File: src/rtl/sound_pkg.sv
// sound_pkg: shared types, default parameters and width helper for the
// multi-channel sound event detector.
package sound_pkg;

   // Debounce state of one channel
   typedef enum logic [1:0] {
      IDLE     = 2'd0,
      QUAL_ON  = 2'd1,
      ACTIVE   = 2'd2,
      QUAL_OFF = 2'd3
   } state_t;

   localparam int DEF_N_CH         = 2;
   localparam int DEF_SYNC_STAGES  = 2;
   localparam int DEF_DEBOUNCE_CYC = 16;
   localparam int DEF_CNT_W        = 8;
   localparam int DEF_WINDOW_CYC   = 1000;

   // Bits needed to hold every value 0..max_val (at least 1 bit)
   function automatic int cnt_width(input int max_val);
      int w;
      w = 1;
      for (int i = 1; i < 32; i++) begin
         if ((64'd1 << i) <= 64'(max_val)) begin
            w = i + 1;
         end
      end
      return w;
   endfunction

endpackage

File: src/rtl/sound_channel.sv
// sound_channel: one sensor channel -- input synchroniser, debounce FSM,
// registered level/pulse outputs and a saturating event counter.
// Optional macro DOUBLE_EVENT_EN adds a per-channel double-event window timer;
// without it o_double is tied low.
module sound_channel
   import sound_pkg::*;
#(
   parameter int SYNC_STAGES  = DEF_SYNC_STAGES,
   parameter int DEBOUNCE_CYC = DEF_DEBOUNCE_CYC,
   parameter int CNT_W        = DEF_CNT_W,
   parameter int WINDOW_CYC   = DEF_WINDOW_CYC
) (
   input  logic             i_clk,
   input  logic             i_rst,
   input  logic             i_sound,
   input  logic             i_clear_cnt,
   output logic             o_level,
   output logic             o_pulse,
   output logic [CNT_W-1:0] o_cnt,
   output logic             o_double
);

   localparam int DCNT_W = cnt_width(DEBOUNCE_CYC);
   // Count value on the sample that completes qualification
   localparam logic [DCNT_W-1:0] DCNT_FULL = DCNT_W'(DEBOUNCE_CYC);
   localparam logic [DCNT_W-1:0] DCNT_LAST = DCNT_W'(DEBOUNCE_CYC - 1);
   localparam logic [DCNT_W-1:0] DCNT_ONE  = DCNT_W'(1'b1);
   localparam logic [CNT_W-1:0]  CNT_MAX   = '1;
   localparam logic [CNT_W-1:0]  CNT_ONE   = CNT_W'(1'b1);

   logic [SYNC_STAGES-1:0] r_sync;
   logic                   w_s;
   state_t                 r_state;
   state_t                 w_state_nxt;
   logic [DCNT_W-1:0]      r_dcnt;
   logic [DCNT_W-1:0]      w_dcnt_nxt;
   logic [DCNT_W-1:0]      w_dcnt_inc;
   logic                   w_pulse_nxt;
   logic                   w_level_nxt;
   logic                   r_level;
   logic                   r_pulse;
   logic [CNT_W-1:0]       r_cnt;

   assign w_s        = r_sync[SYNC_STAGES-1];
   // Only evaluated in the qualifying states, where r_dcnt < DEBOUNCE_CYC
   assign w_dcnt_inc = r_dcnt + DCNT_ONE;

   // Multi-flop synchroniser for the asynchronous sensor pin
   always_ff @(posedge i_clk or posedge i_rst) begin
      if (i_rst) begin
         r_sync <= '0;
      end else begin
         r_sync <= {r_sync[SYNC_STAGES-2:0], i_sound};
      end
   end

   // Debounce state and qualification counter registers
   always_ff @(posedge i_clk or posedge i_rst) begin
      if (i_rst) begin
         r_state <= IDLE;
         r_dcnt  <= '0;
      end else begin
         r_state <= w_state_nxt;
         r_dcnt  <= w_dcnt_nxt;
      end
   end

   // Next-state logic: a level change needs DEBOUNCE_CYC equal samples in a row
   always_comb begin
      w_state_nxt = r_state;
      w_dcnt_nxt  = r_dcnt;
      case (r_state)
         IDLE: begin
            if (w_s) begin
               w_dcnt_nxt = DCNT_ONE;
               if (DEBOUNCE_CYC == 1) begin
                  w_state_nxt = ACTIVE;
               end else begin
                  w_state_nxt = QUAL_ON;
               end
            end else begin
               w_dcnt_nxt = '0;
            end
         end
         QUAL_ON: begin
            if (!w_s) begin
               w_state_nxt = IDLE;
               w_dcnt_nxt  = '0;
            end else if (r_dcnt >= DCNT_LAST) begin
               w_state_nxt = ACTIVE;
               w_dcnt_nxt  = DCNT_FULL;
            end else begin
               w_dcnt_nxt = w_dcnt_inc;
            end
         end
         ACTIVE: begin
            if (!w_s) begin
               w_dcnt_nxt = DCNT_ONE;
               if (DEBOUNCE_CYC == 1) begin
                  w_state_nxt = IDLE;
               end else begin
                  w_state_nxt = QUAL_OFF;
               end
            end else begin
               w_dcnt_nxt = '0;
            end
         end
         QUAL_OFF: begin
            if (w_s) begin
               // Dip too short: back to ACTIVE, no new event
               w_state_nxt = ACTIVE;
               w_dcnt_nxt  = '0;
            end else if (r_dcnt >= DCNT_LAST) begin
               w_state_nxt = IDLE;
               w_dcnt_nxt  = DCNT_FULL;
            end else begin
               w_dcnt_nxt = w_dcnt_inc;
            end
         end
         default: begin
            w_state_nxt = IDLE;
            w_dcnt_nxt  = '0;
         end
      endcase
   end

   // Output decode from the next state so level and pulse are registered
   always_comb begin
      w_pulse_nxt = 1'b0;
      w_level_nxt = 1'b0;
      if ((w_state_nxt == ACTIVE) && ((r_state == IDLE) || (r_state == QUAL_ON))) begin
         w_pulse_nxt = 1'b1;
      end else begin
         w_pulse_nxt = 1'b0;
      end
      if ((w_state_nxt == ACTIVE) || (w_state_nxt == QUAL_OFF)) begin
         w_level_nxt = 1'b1;
      end else begin
         w_level_nxt = 1'b0;
      end
   end

   // Registered level and rising-event pulse
   always_ff @(posedge i_clk or posedge i_rst) begin
      if (i_rst) begin
         r_level <= 1'b0;
         r_pulse <= 1'b0;
      end else begin
         r_level <= w_level_nxt;
         r_pulse <= w_pulse_nxt;
      end
   end

   // Saturating event counter; clear wins but still counts a coincident pulse
   always_ff @(posedge i_clk or posedge i_rst) begin
      if (i_rst) begin
         r_cnt <= '0;
      end else if (i_clear_cnt) begin
         r_cnt <= r_pulse ? CNT_ONE : '0;
      end else if (r_pulse && (r_cnt != CNT_MAX)) begin
         r_cnt <= r_cnt + CNT_ONE;
      end else begin
         r_cnt <= r_cnt;
      end
   end

   assign o_level = r_level;
   assign o_pulse = r_pulse;
   assign o_cnt   = r_cnt;

`ifdef DOUBLE_EVENT_EN
   localparam int                TMR_W    = cnt_width(WINDOW_CYC);
   localparam logic [TMR_W-1:0]  WIN_FULL = TMR_W'(WINDOW_CYC);
   localparam logic [TMR_W-1:0]  WIN_LAST = TMR_W'(WINDOW_CYC - 1);
   localparam logic [TMR_W-1:0]  TMR_ONE  = TMR_W'(1'b1);

   logic             r_win_open;
   logic [TMR_W-1:0] r_timer;
   logic             r_double;

   // Window timer: decided on the edge that raises o_pulse, so the timer reads
   // 0 during the opening pulse and o_double lines up with the second pulse
   always_ff @(posedge i_clk or posedge i_rst) begin
      if (i_rst) begin
         r_win_open <= 1'b0;
         r_timer    <= '0;
         r_double   <= 1'b0;
      end else begin
         r_double <= 1'b0;
         if (w_pulse_nxt) begin
            // Timer will read r_timer+1 in the pulse cycle
            if (r_win_open && (r_timer < WIN_LAST)) begin
               r_double   <= 1'b1;
               r_win_open <= 1'b0;
               r_timer    <= '0;
            end else begin
               r_win_open <= 1'b1;
               r_timer    <= '0;
            end
         end else if (r_win_open) begin
            if (r_timer >= WIN_FULL) begin
               r_win_open <= 1'b0;
               r_timer    <= '0;
            end else begin
               r_timer <= r_timer + TMR_ONE;
            end
         end else begin
            r_timer <= '0;
         end
      end
   end

   assign o_double = r_double;
`else
   // Window length is irrelevant without the feature; output held low
   localparam logic DBL_TIE = (WINDOW_CYC > 0) ? 1'b0 : 1'b0;
   assign o_double = DBL_TIE;
`endif

endmodule

File: src/rtl/sound_event_detector.sv
// sound_event_detector: N_CH independent debounced sound-sensor channels with
// level, rising-event pulse and saturating counters, plus a registered
// any-channel flag. Optional macro DOUBLE_EVENT_EN enables per-channel
// double-event detection on o_double_pulse (tied low otherwise).
module sound_event_detector
   import sound_pkg::*;
#(
   parameter int N_CH         = DEF_N_CH,
   parameter int SYNC_STAGES  = DEF_SYNC_STAGES,
   parameter int DEBOUNCE_CYC = DEF_DEBOUNCE_CYC,
   parameter int CNT_W        = DEF_CNT_W,
   parameter int WINDOW_CYC   = DEF_WINDOW_CYC
) (
   input  logic                  i_clk,
   input  logic                  i_rst,
   input  logic [N_CH-1:0]       i_sound_in,
   input  logic                  i_clear_cnt,
   output logic [N_CH-1:0]       o_sound_level,
   output logic [N_CH-1:0]       o_sound_pulse,
   output logic [N_CH*CNT_W-1:0] o_event_cnt,
   output logic                  o_any_detected,
   output logic [N_CH-1:0]       o_double_pulse
);

   logic [N_CH-1:0] w_level;
   logic            r_any;

   for (genvar g = 0; g < N_CH; g++) begin : g_ch
      sound_channel #(
         .SYNC_STAGES  (SYNC_STAGES),
         .DEBOUNCE_CYC (DEBOUNCE_CYC),
         .CNT_W        (CNT_W),
         .WINDOW_CYC   (WINDOW_CYC)
      ) u_channel (
         .i_clk       (i_clk),
         .i_rst       (i_rst),
         .i_sound     (i_sound_in[g]),
         .i_clear_cnt (i_clear_cnt),
         .o_level     (w_level[g]),
         .o_pulse     (o_sound_pulse[g]),
         .o_cnt       (o_event_cnt[g*CNT_W +: CNT_W]),
         .o_double    (o_double_pulse[g])
      );
   end

   // Registered OR of all channel levels (one cycle behind the levels)
   always_ff @(posedge i_clk or posedge i_rst) begin
      if (i_rst) begin
         r_any <= 1'b0;
      end else begin
         r_any <= |w_level;
      end
   end

   assign o_sound_level  = w_level;
   assign o_any_detected = r_any;

endmodule

File: config.mk
export PLATFORM = sky130hd
export DESIGN_NAME = sound_event_detector
export DESIGN_NICKNAME = d
export VERILOG_FILES = /design/src/rtl/sound_pkg.sv /design/src/rtl/sound_channel.sv /design/src/rtl/sound_event_detector.sv
export SDC_FILE = /design/constraint.sdc
export NUM_CORES = 1
export LEC_CHECK = 0
export ABC_AREA = 1
export CAP_MARGIN = 10
export CORE_ASPECT_RATIO = 0.75
export CORE_UTILIZATION = 54
export CTS_BUF_LIST = sky130_fd_sc_hd__clkbuf_16
export CTS_CLUSTER_SIZE = 16
export DETAILED_ROUTE_END_ITERATION = 10
export PLACE_DENSITY = 0.79
export SKIP_CTS_REPAIR_TIMING = 1
export SLEW_MARGIN = 20
export SYNTH_ARGS = -nofsm -noshare
export SYNTH_HDL_FRONTEND = slang
export SYNTH_SLANG_ARGS = --single-unit
File: constraint.sdc
create_clock -name i_clk -period 2.1 [get_ports i_clk]
set_clock_uncertainty 0.1 [all_clocks]
set_input_delay 0.315 -clock i_clk [delete_from_list [all_inputs] [get_ports i_clk]]
set_output_delay 0.315 -clock i_clk [all_outputs]
set_load 0.1 [all_outputs]
### Word level (Yosys, flattened, before mapping)

Index checks and enable logic that the tools add are counted.

* bits of input ports: 5
* word-level logic and storage cells: 80
* output and inout port bits: 23
* flip-flop bits (word level): 39

* equality and inequality tests: 12
* $add $sub $neg: 4
* $lt $le $gt $ge: 2
* reduce and logical (&&, ||, !) cells: 13
* mux-type cells: 36

Operator list (number)
* 5-bit one-hot mux with 4 select lines: 2
* 8-bit 2-to-1 mux: 4
* 5-bit 2-to-1 mux: 6
* 2-bit 2-to-1 mux: 12
* 8-bit by 1-bit adder with 8-bit output (second input constant): 2
* 2-bit == test (second input constant): 8
* 8-bit inequality test (second input constant): 2
* 2-bit one-hot mux with 4 select lines: 2
* 5-bit by 1-bit adder with 5-bit output (second input constant): 2
* 5-bit by 4-bit >= comparator with 1-bit output (second input constant): 2
* 1-bit 2-to-1 mux: 10
* 2-bit by 1-bit == test with 1-bit output (second input constant): 2
* 1-bit logical AND: 4
* 2-bit logical NOT: 2
* 1-bit logical OR: 4
* 2-bit nonzero test: 2
* 2-bit OR reduction: 1

### Longest topological paths before layout

Gate-level depths: netlist of the first run.

* depth after elaboration: 7
* gate-level depth with buffers: 10
* gate-level depth less buffers: 10

### Modules after synthesis

From an unflattened synthesis of the first run, not the netlist that was laid out.

* cell total of the unflattened synthesis: 235
* area, all modules: 1901.8 um^2

Modules (own cells, without submodules)
* sound_channel: sequential area each 450.4 um^2, times used 2, cells an instance 115, area an instance 930.9 um^2
* sound_event_detector: sequential area each 25.0 um^2, times used 1, cells an instance 5, area an instance 40.0 um^2

### Least setup slack after synthesis of the first run

Ideal clock, no wire load.

* path type: flip-flop to flip-flop
* start: register g_ch[1].u_channel.r_cnt[0]
* end: register g_ch[1].u_channel.r_cnt[3]
* arrival time: 1.907 ns
* data required time: 1.932 ns
* stages on the path, launching flop included: 10
* path slack: 0.025 ns
* setup time: 0.068 ns
* path buffers: 0
* clock period less this slack: 2.075 ns
* path through: dfrtp_1 -> ha_1 -> inv_1 -> nor2_2 -> nand2_2 -> nand2_2 -> nand2_4 -> clkinv_4 -> nand2_1 -> nand2_1

* word-level cells in the longest chain between the ends: 3
* elaborated cells on any way between the ends: 6
* those cells by class: 1 x add/sub; 1 x eq/ne; 2 x mux; 2 x reduce/logical

RTL lines
* start, declared: RTL line sound_channel.sv:42 `logic [CNT_W-1:0] r_cnt;`
* start signal, assigned: RTL line sound_channel.sv:159 `r_cnt <= r_pulse ? CNT_ONE : '0;`
* start signal, assigned: RTL line sound_channel.sv:161 `r_cnt <= r_cnt + CNT_ONE;`
* start signal, assigned: RTL line sound_channel.sv:163 `r_cnt <= r_cnt;`
* 8-bit by 1-bit adder with 8-bit output or 8-bit inequality test (tied branches): RTL line sound_channel.sv:161, sound_channel.sv:160
* 8-bit 2-to-1 mux or 1-bit logical AND (tied branches): RTL line sound_channel.sv:160 `end else if (r_pulse && (r_cnt != CNT_MAX)) begin`
* 8-bit 2-to-1 mux or 2-bit nonzero test (tied branches)

Parallel ways exist; a longest one is shown, timed or not. The select of a mux whose other input is x is not followed.
A chain may end at the register's enable or synchronous reset.

### Final worst setup path of the first run

* start: register g_ch[1].u_channel.r_dcnt[0]
* end: register g_ch[1].u_channel.r_dcnt[0]

* word-level cells in the longest chain between the ends: 4
* elaborated cells on any way between the ends: 6
* those cells by class: 1 x add/sub; 1 x order compare; 4 x mux

RTL lines
* start, declared: RTL line sound_channel.sv:35 `logic [DCNT_W-1:0] r_dcnt;`
* start signal, assigned: RTL line sound_channel.sv:64 `r_dcnt <= w_dcnt_nxt;`
* 5-bit by 1-bit adder with 5-bit output or 5-bit by 4-bit >= comparator with 1-bit output (tied branches): RTL line sound_channel.sv:46, sound_channel.sv:89, sound_channel.sv:113
* 5-bit 2-to-1 mux (*): RTL line sound_channel.sv:89, sound_channel.sv:113
* 5-bit 2-to-1 mux, on equally long branches: RTL line sound_channel.sv:109, sound_channel.sv:86
* 5-bit one-hot mux with 4 select lines (*): RTL line sound_channel.sv:72 `case (r_state)`
* net g_ch[1].u_channel.w_dcnt_nxt[0]: RTL line sound_channel.sv:36 `logic [DCNT_W-1:0] w_dcnt_nxt;`

The timed path passes the listed nets; every way through them passes the cells marked *.

==> results of run 1 <==
layout make-up:
cell class	instances	share of cell area
tap	50	0.02646
timing repair buffer	27	0.08995
inverter	33	0.05556
clock buffer	5	0.05291
multi-input combinational	164	0.3466
sequential	39	0.4127
clock inverter	2	0.01587
metal layers:
layer / global-route usage / wire [um] / part of all wire
met5: 0 / 0 / 0
met2: 0.3491 / 1648 / 0.45
met3: 0.07182 / 251 / 0.069
met4: 0.07843 / 47 / 0.013
met1: 0.2729 / 1688 / 0.46
per-stage QoR:
| step | setup WS [ns] | hold WS, ns | cells |
|---|---|---|---|
| floorplan | 0.02479 | 0.2312 | 244 |
| global placement | 0.5026 | 0.2326 | 313 |
| detailed placement | 0.4745 | 0.2373 | 313 |
| CTS | 0.4606 | 0.2506 | 320 |
| global route | 0.3172 | 0.2556 | 320 |
| finish | 0.4732 | 0.2479 | 320 |
path summary, 6_finish.rpt:
kind                                                  start                     endpoint  slack [ns]  cells past startpoint
min in group asynchronous                             i_rst  g_ch[1].u_channel.r_dcnt[3]        0.34                      3
worst max register to register  g_ch[1].u_channel.r_dcnt[0]  g_ch[1].u_channel.r_dcnt[0]        0.47                      9
worst max-delay path            g_ch[1].u_channel.r_dcnt[0]  g_ch[1].u_channel.r_dcnt[0]        0.47                      9
max in group asynchronous                             i_rst   g_ch[0].u_channel.o_cnt[6]        1.22                      3
worst min-delay path            g_ch[1].u_channel.r_sync[0]  g_ch[1].u_channel.r_sync[1]        0.25                      0
worst min register to register  g_ch[1].u_channel.r_sync[0]  g_ch[1].u_channel.r_sync[1]        0.25                      0
flip-flops by register name, summed over array words and instances, names as in the netlist:
| register | count |
|---|---|
| g_ch.u_channel.r_sync | 4 |
| g_ch.u_channel.o_pulse | 2 |
| g_ch.u_channel.r_state | 4 |
| g_ch.u_channel.o_level | 2 |
| g_ch.u_channel.r_dcnt | 10 |
| o_any_detected | 1 |
| g_ch.u_channel.o_cnt | 16 |
synth_stat cells (3+ instances only):
cell type	number	area, sq um
a21oi_1	8	40.04
nand3_1	18	90.09
dfrtp_1	39	975.9
nor2_1	27	101.4
nor3_1	3	15.01
nand2_2	4	25.02
ha_1	6	75.07
inv_1	28	105.1
o21ai_1	7	35.03
xor2_1	7	61.31
nand4_1	6	37.54
nand2_1	66	247.7
buf_4	6	45.04
power by group through the flow:
stage | Sequential [W] | Clock [W] | Combinational [W]
after floorplan | 0.000802 | 0 | 0.0000644
after global placement | 0.000788 | 0 | 0.0000998
after detailed placement | 0.000789 | 0 | 0.000101
after CTS | 0.000775 | 0.000860 | 0.000102
after global routing | 0.000776 | 0.000886 | 0.000112
final | 0.000775 | 0.000838 | 0.000100
cell families (layout without fill, tap and decap cells):
group                    Yosys count  in the layout  share of synthesized area
flip-flops                        39             39                     0.4934
XOR/XNOR                           9              9                    0.03985
adder cells (fa/ha/maj)            6              6                    0.03795
buffers and inverters             41             67                    0.09424
other                              1              2                   0.001896
AND/OR/NAND/NOR                  130            130                     0.2878
AO/OA/AOI/OAI                     17             17                    0.04491
==> flow_summary.ini, run 1 <==
[power]
p_switching_w = 0.0003710
leakage_nw = 1.205
p_int_w = 0.001342
p_comb_frac = 0.058
p_per_area_nw_per_um2 = 724.6
clkPwrFrac = 0.489
vdd_ir_drop_max_mv = 0.5495
finalPower_w = 0.001713
swShare = 0.2165
p_seq_frac = 0.452

[critical_path]
crit_required_ns = 2.21
cp_cell_sequence = ha_1 -> nand2_1 -> nor2_1 -> ha_1 -> nor2_1 -> o21ai_2 -> nand2_1 -> nand2_1 -> a21oi_1
critPathCaptureType = flip-flop
path_buf_inv = 0
critPathArrivalTime_ns = 1.73
path_max_fanout = 5
critical-path-slowest-cell = dfrtp_1
critPathLaunchType = flip-flop
slowest_delay_ns = 0.39
cp_top_family = simple AND/OR/NAND/NOR gates
crit_path_frequent_cell = nand2_1
timing_worst_setup_path_type = flip-flop to flip-flop

[die]
die_w_um = 71.89
die_height_um = 54.42
io_pins = 28
row_count = 18
dieArea_sq_um = 3912
core-area_sq_um = 3401
initial_utilization = 0.5817

[clock_tree]
cts_root_buffer = clkbuf_16
cts_sinks = 39
cts_tree = yes
numCtsBuffers = 5
clock_latency_ns = 0.28
htree_num_levels = 2
clk_pin_slew_worst_paths_ns = 0.06
max-clock-path-buffers = 2

[global_routing]
antenna_found_initial = 0
grt_pass1_wl_mm = 6.113
gr-total-overflow = 0
grt_pass1_vias = 1413
grt_usage = 0.2145
grt_max_degree = 40

[final_layout]
final_area_sq_um = 2365
syn2layout_area_growth_pct = 19.54
nets = 281
num-fill-cells = 275
multi_input_area_sq_um = 819.5
area.sequential_sq_um = 975.9
final_common_cell = nand2_1
antenna_cells = 0
drive_gt1_frac = 0.1704
final_cell_mix = nand2_1 (66), dfrtp_1 (39), inv_1 (28)
final_util = 0.6954

[timing]
finalCritPeriodShare = 0.7747
setup_tns_ns = 0
setup_viol = 0
rsz0062_at_grt = no
finalHoldViolations = 0
max_freq_ghz = 0.6147
period_minus_slack_ns = 1.627
slew_violations = 0

[placement]
dpl_cell_area_sq_um = 2202
place_congestion = 0.8266
portBuffers = 25
hpwl_mm = 2.538

[synthesis]
synthArstFlopShare = 1.000
synth-main-ff-cell = dfrtp_1
synthesis.area_sq_um = 1978
yosysSeqAreaShare = 0.4934
ys_ff_latch = 39
yosysUniqueCellTypes = 25
synth_cells = 243
yosysWarnings = 0
synth_area_per_cell_sq_um = 8.141
synth_edf_count = 0

[detailed_routing]
drcViolationCount = 0
route.vias.total = 1609
first_iter_violations = 97
postRouteAntennaNets = 0
firstDrtPassIters = 4
wl_per_cell_um = 11.36
routed_wl_mm = 3.635
viasPerCell = 5.028

[run]
drv_cap = 0

[hold_path]
min_path_type = flip-flop to flip-flop

[run_status]
outcome = finished, final reports clean
Note: power is estimated with default switching activity, not from simulation.
==> inputs of run 2 (changes only) <==
Clock period 2.1 ns to 1.5 ns, I/O delays scaled along.
==> run 2 against run 1 <==
Against the previous run:
- the flow now finishes with violations (setup timing)
- power rose by 36%
- die area stayed put
- sequential share of layout area shrank 6.3 points
- core utilization up 17 points
- routed wire length is 30% higher
- cell count rose by 6.6%
- sequential power up 41%
- worst hold slack worse by 0.14 ns
- critical path type unchanged
- largest power group is now registers
==> flow_summary.ini, run 2 (synthesis results as in run 1) <==
[timing]
setup_viol = 14
whs_ns = 0.1100
setup_slack_ns = -0.1229
slew_violations = 0
finalCritPeriodShare = 1.082
rsz0062_at_grt = yes
period_minus_slack_ns = 1.623
finalHoldViolations = 0
max_freq_ghz = 0.6162

[detailed_routing]
firstDrtPassIters = 5
routed_wl_mm = 4.727
postRouteAntennaNets = 0
viasPerCell = 5.217
drcViolationCount = 0
wl_per_cell_um = 13.86
first_iter_violations = 222
route.vias.total = 1779

[global_routing]
gr-total-overflow = 0
grt_pass1_wl_mm = 6.706
grt_usage = 0.2348
grt_pass1_vias = 1523
grt_max_degree = 19
antenna_found_initial = 0

[power]
p_per_area_nw_per_um2 = 788.7
finalPower_w = 0.002327
vdd_ir_drop_max_mv = 0.9856
leakage_nw = 1.334

[critical_path]
path_max_fanout = 5
critPathArrivalTime_ns = 1.73
critPathLaunchType = flip-flop
crit_required_ns = 1.61
cp_top_family = adder cells
timing_worst_setup_path_type = flip-flop to flip-flop
critical-path-slowest-cell = dfrtp_1
path_buf_inv = 1
cp_cell_sequence = ha_2 -> nand2_2 -> nor2_2 -> ha_2 -> nor2_4 -> o21ai_2 -> nand2_2 -> buf_4 -> o21ai_1
critPathCaptureType = flip-flop
slowest_delay_ns = 0.36

[run_status]
violations = setup timing
outcome = finished with violations

[final_layout]
drive_gt1_frac = 0.3918
final_cells = 341
num-fill-cells = 173
final_area_sq_um = 2950
nets = 301
largest_reg_flops = 16
syn2layout_area_growth_pct = 49.15
antenna_cells = 0
final_common_cell = nand2_1
final_cell_mix = nand2_1 (52), inv_1 (25), nor2_1 (23), dfrtp_1 (23), buf_12 (23)

[die]
die_height_um = 54.42
io_pins = 28
dieArea_sq_um = 3912
initial_utilization = 0.5817
row_count = 18
core-area_sq_um = 3401
die_w_um = 71.89

[run]
drv_cap = 0

[clock_tree]
numCtsBuffers = 5
htree_num_levels = 2
cts_sinks = 39
max-clock-path-buffers = 2
cts_tree = yes
cts_root_buffer = clkbuf_16
clk_pin_slew_worst_paths_ns = 0.06
clock_latency_ns = 0.28

[placement]
dpl_cell_area_sq_um = 2626
hpwl_mm = 2.989
placed_cells = 320
portBuffers = 25
place_congestion = 0.8481
place_ws_ns = -0.1222

[hold_path]
min_path_type = input port to async pin
run 2: changes by cell type in the layout (fill, tap and decap cells not counted), moves of 4 or more:
cell | before | now
dfrtp_1 | 39 | 23
nand2_2 | 4 | 18
nor2_1 | 27 | 23
nand2_1 | 66 | 52
ha_2 | 0 | 4
ha_1 | 6 | 0
buf_12 | 0 | 23
dfrtp_4 | 0 | 14
run 2: per-layer routing:
metal	wire length [um]	part of all wire	vias to the layer above	track usage
li1	-	-	848	-
met1	2103	0.44	862	0.2987
met2	2368	0.50	61	0.4009
met3	203	0.043	8	0.05157
met4	51	0.011	0	0.09477
met5	0	0	-	0
run 2: final cells by class:
type / count / area [sq um] / area share
tap: 50 / 62.56 / 0.02120
sequential: 39 / 1031 / 0.3494
clock buffer: 5 / 125.1 / 0.04241
multi-input combinational: 164 / 925.9 / 0.3138
inverter: 33 / 135.1 / 0.04580
clock inverter: 3 / 20.02 / 0.006785
timing repair buffer: 47 / 650.6 / 0.2205
run 2: through the flow:
step,setup TNS (ns),utilization
floorplan,-0.1894,-
global placement,-0.02933,0.7723
detailed placement,-0.3954,0.7723
CTS,-0.6852,0.8149
global route,-2.091,0.8676
finish,-0.6240,0.8676
run 2: final timing paths:
check | start | end | slack (ns) | cells past startpoint
hold reg to reg | g_ch[0].u_channel.r_sync[0] | g_ch[0].u_channel.r_sync[1] | 0.25 | 0
setup reg to reg | g_ch[0].u_channel.r_dcnt[0] | g_ch[0].u_channel.r_state[1] | -0.12 | 9
max in group asynchronous | i_rst | g_ch[0].u_channel.o_cnt[7] | 0.76 | 3
min in group i_clk | g_ch[0].u_channel.r_sync[0] | g_ch[0].u_channel.r_sync[1] | 0.25 | 0
setup / recovery | g_ch[0].u_channel.r_dcnt[0] | g_ch[0].u_channel.r_state[1] | -0.12 | 9
hold / removal | i_rst | g_ch[1].u_channel.o_cnt[1] | 0.11 | 2
run 2: where the power goes:
group | switching (W) | internal, W | total, W
clock network | 0.000425 | 0.000612 | 0.00104
logic | 0.000126 | 0.0000748 | 0.000200
registers | 0.0000170 | 0.00107 | 0.00109
